`src/rtl/cmd_queue_pkg.sv`:
```
// Shared types and constants for the UART command queue: capture FSM states,
// the stop word and default sizing.
package cmd_queue_pkg;

  typedef enum logic [1:0] {
    WAIT_RDY = 2'd0,
    CLR      = 2'd1,
    WAIT_LOW = 2'd2
  } cap_state_t;

  localparam logic [15:0] STOP_WORD     = 16'h0000;
  localparam int          DEFAULT_DEPTH = 4;
  localparam int          DEFAULT_CW    = 16;

endpackage

```
`src/rtl/cmd_fifo.sv`:
```
// First-word fall-through FIFO with extra-MSB pointers, occupancy count and a
// synchronous flush that overrides push and pop.
module cmd_fifo #(
  parameter int DEPTH = 4,
  parameter int CW    = 16
) (
  input  logic                           clk,
  input  logic                           rst,
  input  logic                           flush,
  input  logic                           push,
  input  logic [CW-1:0]                  wdata,
  input  logic                           pop,
  output logic [CW-1:0]                  rdata,
  output logic [$clog2(DEPTH+1)-1:0]     count,
  output logic                           full,
  output logic                           empty
);

  localparam int AW   = $clog2(DEPTH);
  localparam int CNTW = $clog2(DEPTH + 1);

  logic [CW-1:0] mem [DEPTH];
  logic [AW:0]   wr_ptr;
  logic [AW:0]   rd_ptr;

  // A push at full is only issued together with a pop, so writing the slot
  // under rd_ptr is safe: its old word is consumed at this same edge.
  always_ff @(posedge clk or posedge rst) begin
    if (rst) begin
      wr_ptr <= '0;
      rd_ptr <= '0;
      for (int i = 0; i < DEPTH; i++) mem[i] <= '0;
    end else if (flush) begin
      wr_ptr <= '0;
      rd_ptr <= '0;
    end else begin
      if (push) begin
        mem[wr_ptr[AW-1:0]] <= wdata;
        wr_ptr              <= wr_ptr + (AW+1)'(1);
      end
      if (pop) rd_ptr <= rd_ptr + (AW+1)'(1);
    end
  end

  assign rdata = mem[rd_ptr[AW-1:0]];
  assign count = CNTW'(wr_ptr - rd_ptr);
  assign full  = (wr_ptr[AW] != rd_ptr[AW]) && (wr_ptr[AW-1:0] == rd_ptr[AW-1:0]);
  assign empty = (wr_ptr == rd_ptr);

endmodule

```
`src/rtl/cmd_queue_sched.sv`:
```
// Command queue between the BLE UART receiver and the command processor.
// Optional stop-word flush is enabled by defining CMD_QUEUE_STOP_EN.
module cmd_queue_sched
  import cmd_queue_pkg::*;
#(
  parameter int DEPTH = DEFAULT_DEPTH,
  parameter int CW    = DEFAULT_CW
) (
  input  logic                       clk,
  input  logic                       rst,
  input  logic [CW-1:0]              uart_cmd,
  input  logic                       uart_cmd_rdy,
  output logic                       uart_clr_cmd_rdy,
  output logic [CW-1:0]              nxt_cmd,
  output logic                       nxt_rdy,
  input  logic                       nxt_ack,
  input  logic                       flush,
  output logic [$clog2(DEPTH+1)-1:0] count,
  output logic                       full,
  output logic                       overflow,
  output logic                       stop,
  output cap_state_t                 cap_state
);

  cap_state_t state_q;
  cap_state_t state_d;
  logic       capture;
  logic       stop_hit;
  logic       fifo_flush;
  logic       push;
  logic       pop;
  logic       empty;

  always_ff @(posedge clk or posedge rst) begin
    if (rst) state_q <= WAIT_RDY;
    else     state_q <= state_d;
  end

  always_comb begin
    state_d          = state_q;
    capture          = 1'b0;
    uart_clr_cmd_rdy = 1'b0;
    case (state_q)
      WAIT_RDY: if (uart_cmd_rdy) begin
        capture = 1'b1;
        state_d = CLR;
      end
      CLR: begin
        uart_clr_cmd_rdy = 1'b1;
        state_d          = WAIT_LOW;
      end
      WAIT_LOW: if (!uart_cmd_rdy) state_d = WAIT_RDY;
      default:  state_d = WAIT_RDY;
    endcase
  end

  assign cap_state = state_q;

`ifdef CMD_QUEUE_STOP_EN
  assign stop_hit = capture && (uart_cmd == CW'(STOP_WORD));

  always_ff @(posedge clk or posedge rst) begin
    if (rst) stop <= 1'b0;
    else     stop <= stop_hit;
  end
`else
  assign stop_hit = 1'b0;
  assign stop     = 1'b0;
`endif

  // Consumer side: nxt_cmd is valid whenever nxt_rdy is high; a word is
  // transferred on every rising edge where nxt_rdy and nxt_ack are both high.
  assign nxt_rdy    = !empty;
  assign fifo_flush = flush || stop_hit;
  assign pop        = nxt_ack && nxt_rdy && !fifo_flush;
  assign push       = capture && !stop_hit && (!full || pop);

  always_ff @(posedge clk or posedge rst) begin
    if (rst)                              overflow <= 1'b0;
    else if (fifo_flush)                  overflow <= 1'b0;
    else if (capture && full && !pop)     overflow <= 1'b1;
  end

  cmd_fifo #(
    .DEPTH (DEPTH),
    .CW    (CW)
  ) u_fifo (
    .clk   (clk),
    .rst   (rst),
    .flush (fifo_flush),
    .push  (push),
    .wdata (uart_cmd),
    .pop   (pop),
    .rdata (nxt_cmd),
    .count (count),
    .full  (full),
    .empty (empty)
  );

endmodule

```
`config.mk`:
```
export PLATFORM = sky130hd
export DESIGN_NAME = cmd_queue_sched
export DESIGN_NICKNAME = d
export VERILOG_FILES = /design/src/rtl/cmd_queue_pkg.sv /design/src/rtl/cmd_fifo.sv /design/src/rtl/cmd_queue_sched.sv
export SDC_FILE = /design/constraint.sdc
export NUM_CORES = 1
export LEC_CHECK = 0
export BUFFER_PORTS_ARGS = -buffer_cell sky130_fd_sc_hd__buf_2
export CORE_MARGIN = 5
export CORE_UTILIZATION = 50
export DETAILED_ROUTE_END_ITERATION = 16
export PLACE_DENSITY = 0.78
export SLEW_MARGIN = 20
export SYNTH_ARGS = -nofsm -noshare
export SYNTH_HDL_FRONTEND = slang
export SYNTH_HIERARCHICAL = 1
export SYNTH_SLANG_ARGS = --single-unit
```
`constraint.sdc`:
```
create_clock -name clk -period 3.7 [get_ports clk]
set_clock_uncertainty 0.15 [all_clocks]
set_input_delay 0.185 -clock clk [delete_from_list [all_inputs] [get_ports clk]]
set_output_delay 0.185 -clock clk [all_outputs]
set_load 0.05 [all_outputs]
```
==> flow_summary.yaml <==
run_status:
  status: "finished, final reports clean"
setup_path:
  r2r_end: "u_fifo/mem[8]"
  arrival_ns: 3.23
  rrSetupSlack_ns: 0.54
  reg2reg_depth: 8
  regToRegStartpoint: "u_fifo/wr_ptr[0]"
  end_kind: "register"
  crit_fanout: 16
  crit_required_ns: 3.77
  critPathKind: "reg2reg"
  start_kind: "register"
floorplan:
  pin_count: 47
  start_util: 0.506
  die_area_um2: 9020
  core_area_um2: 7140
  num_rows: 31
  fp.dieH_um: 95.0
  fp.dieW_um: 95.0
hold_path:
  hp-class: "in2reg"
  worstHoldPathCells: 2
  holdCritStartpoint: "flush"
  min_to: "u_fifo/rd_ptr[0]"
detailed_routing:
  drc: 0
  vias: 1998
  ant_nets: 0
  drtIter0Drc: 55
  wirelength_um: 6360
  post_drt_wl_per_cell_um: 16.5
  firstDrtPassIters: 4
  via_per_inst: 5.18
finish:
  antenna_cells: 0
  area_growth_pct: 17.6
  fin_nets: 311
  nFillCells: 586
  finalCoreUtilization: 0.595
  register_area_um2: 1830
  multi_input_area_um2: 1640
  drive_gt1_frac: 0.540
  final_area_um2: 4250
  layout_commonest_cell: "dfrtp_1"
  layout_common_cells: "dfrtp_1 (73), buf_2 (45), mux2_4 (40)"
power:
  total_power_mw: 3.30
  peakVddDrop_mv: 0.404
  power.switching_mw: 1.29
  powerDensity_nw_per_um2: 776
  p_leak_nw: 2.19
  p_sw_frac: 0.391
  p_comb_frac: 0.442
  power.internal_mw: 2.01
  seq_power_share: 0.384
  clock_power_share: 0.174
logic_synthesis:
  ys_ff_latch: 73
  yosysSeqAreaShare: 0.506
  ys_types: 29
  syn_area_um2: 3610
  syn_avg_cell_area_um2: 16.8
  syn-num-nets: 244
  yosys_warnings: 6
  syn_inst: 215
clock_network:
  root_buffer: "clkbuf_8"
  cts_buffer_depth: 2
  clock_sinks: 73
  clk_latency_ns: 0.34
  tritoncts: "done"
  htreeDepth: 3
  cts_setup_buffers: 0
  cts.clk_slew.worst_paths_ns: 0.08
  numCtsBuffers: 9
grt:
  grt_pass1_vias: 2146
  grt_overflow: 0
  grt_pass1_wl_um: 10800
  grt.total_usage: 0.159
  grt_max_degree: 39
  antenna_found_initial: 0
sta:
  setup_violations: 0
  tightestPinTransition_ns: 0.773
  rsz0062_at_grt: "false"
  fin_crit_sh: 0.853
  worst_hold_slack_ns: 0.0288
  fin_setup_tns_ns: 0
  finalHoldViolCount: 0
  period_needed_ns: 3.16
  fmax_ghz: 0.317
  max_slew_margin: 0.484
  slew_viol_final: 0
placed_design:
  globalplace.congestion: 0.777
  port_buffers: 45
  dp_hpwl_um: 4220
  place_area_um2: 3880
job:
  maxCapViolations: 0
-- timing repair --
action	in CTS	in global routing
endpoints found under the hold margin	105	0
gates resized for setup	0	0
hold buffers	18	0
-- cell families (layout without fill, tap and decap cells) --
logic type,after synthesis,in the layout,synth area share
xor gates and xnor gates,4,4,0.00970
other,1,1,0.00104
and+or+nand+nor,20,20,0.0540
adders and majority gates,8,8,0.0298
muxes,82,82,0.346
buffers and inverters,21,93,0.0402
DFF,73,73,0.506
AOI/OAI and AO/OA,6,6,0.0132
-- registers in the layout, summed over array words and instances, names as in the netlist --
register and count:
u_fifo/mem 64, u_fifo/wr_ptr 3, u_fifo/rd_ptr 3, cap_state 2, overflow 1
-- worst max-delay path, cell delays in order, from the launching register on --
cell      delay (ns)
dfrtp_1         0.41
inv_1           0.10
ha_1            0.31
nand2_1         0.08
nor2_1          0.06
nor3b_1         0.57
o21a_1          0.54
nand3b_4        0.41
mux2_4          0.41
-- routing by layer --
metal,GRT usage,vias to the layer above,share of wire
li1,-,907,-
met1,0.214,1048,0.46
met2,0.255,35,0.50
met3,0.0263,8,0.029
met4,0.0649,0,0.013
met5,0,-,0
-- synthesized netlist by cell type, drive strengths merged --
cell type  number  area, um^2
xnor2           3        26.3
nand3b          7         103
nor2            5        18.8
buf            11         108
xor2            1        8.76
o21a            1        7.51
ha              7        87.6
nand2           1        3.75
nor2b           1        6.26
and2b           2        16.3
nand2b          1        13.8
or2b            1        7.51
mux4           16         360
a21oi           2        10.0
inv            10        37.5
nor3b           2        26.3
dfrtp          73        1830
mux2i           2        20.0
a21bo           2        20.0
mux2           64         871
a32o            1        10.0
fa              1        20.0
conb            1        3.75
-- power groups by stage --
stage / Clock (mW) / Combinational (mW) / Sequential [mW]
6_report: 0.573 / 1.46 / 1.26
3_5_place_dp: 0 / 1.46 / 1.28
2_1_floorplan: 0 / 1.23 / 1.25
4_1_cts: 0.598 / 1.48 / 1.27
3_3_place_gp: 0 / 1.44 / 1.27
5_1_grt: 0.631 / 1.54 / 1.30
-- how the worst max path moves through the flow --
stage / end / start / slack [ns]
global placement: u_fifo/mem[24] / u_fifo/wr_ptr[0] / 0.62
detailed placement: u_fifo/mem[5] / u_fifo/wr_ptr[0] / 0.54
global route: u_fifo/mem[7] / u_fifo/wr_ptr[0] / 0.34
CTS: u_fifo/mem[8] / u_fifo/wr_ptr[0] / 0.52
finish: u_fifo/mem[8] / u_fifo/wr_ptr[0] / 0.54
floorplan: u_fifo/mem[52] / u_fifo/rd_ptr[1] / 0.47
-- stage by stage --
step,instances,worst slack (ns)
floorplan,215,0.475
global placement,352,0.621
detailed placement,352,0.541
CTS,386,0.523
global route,386,0.340
finish,386,0.544
-- layout make-up --
type	instances	area share
well taps	99	0.0292
inverters	10	0.00883
multi-input cells	121	0.386
clock inverters	7	0.0144
flip-flops and latches	73	0.430
clock buffers	9	0.0292
repair buffers	67	0.102
Note: power is estimated with default switching activity, not from simulation.
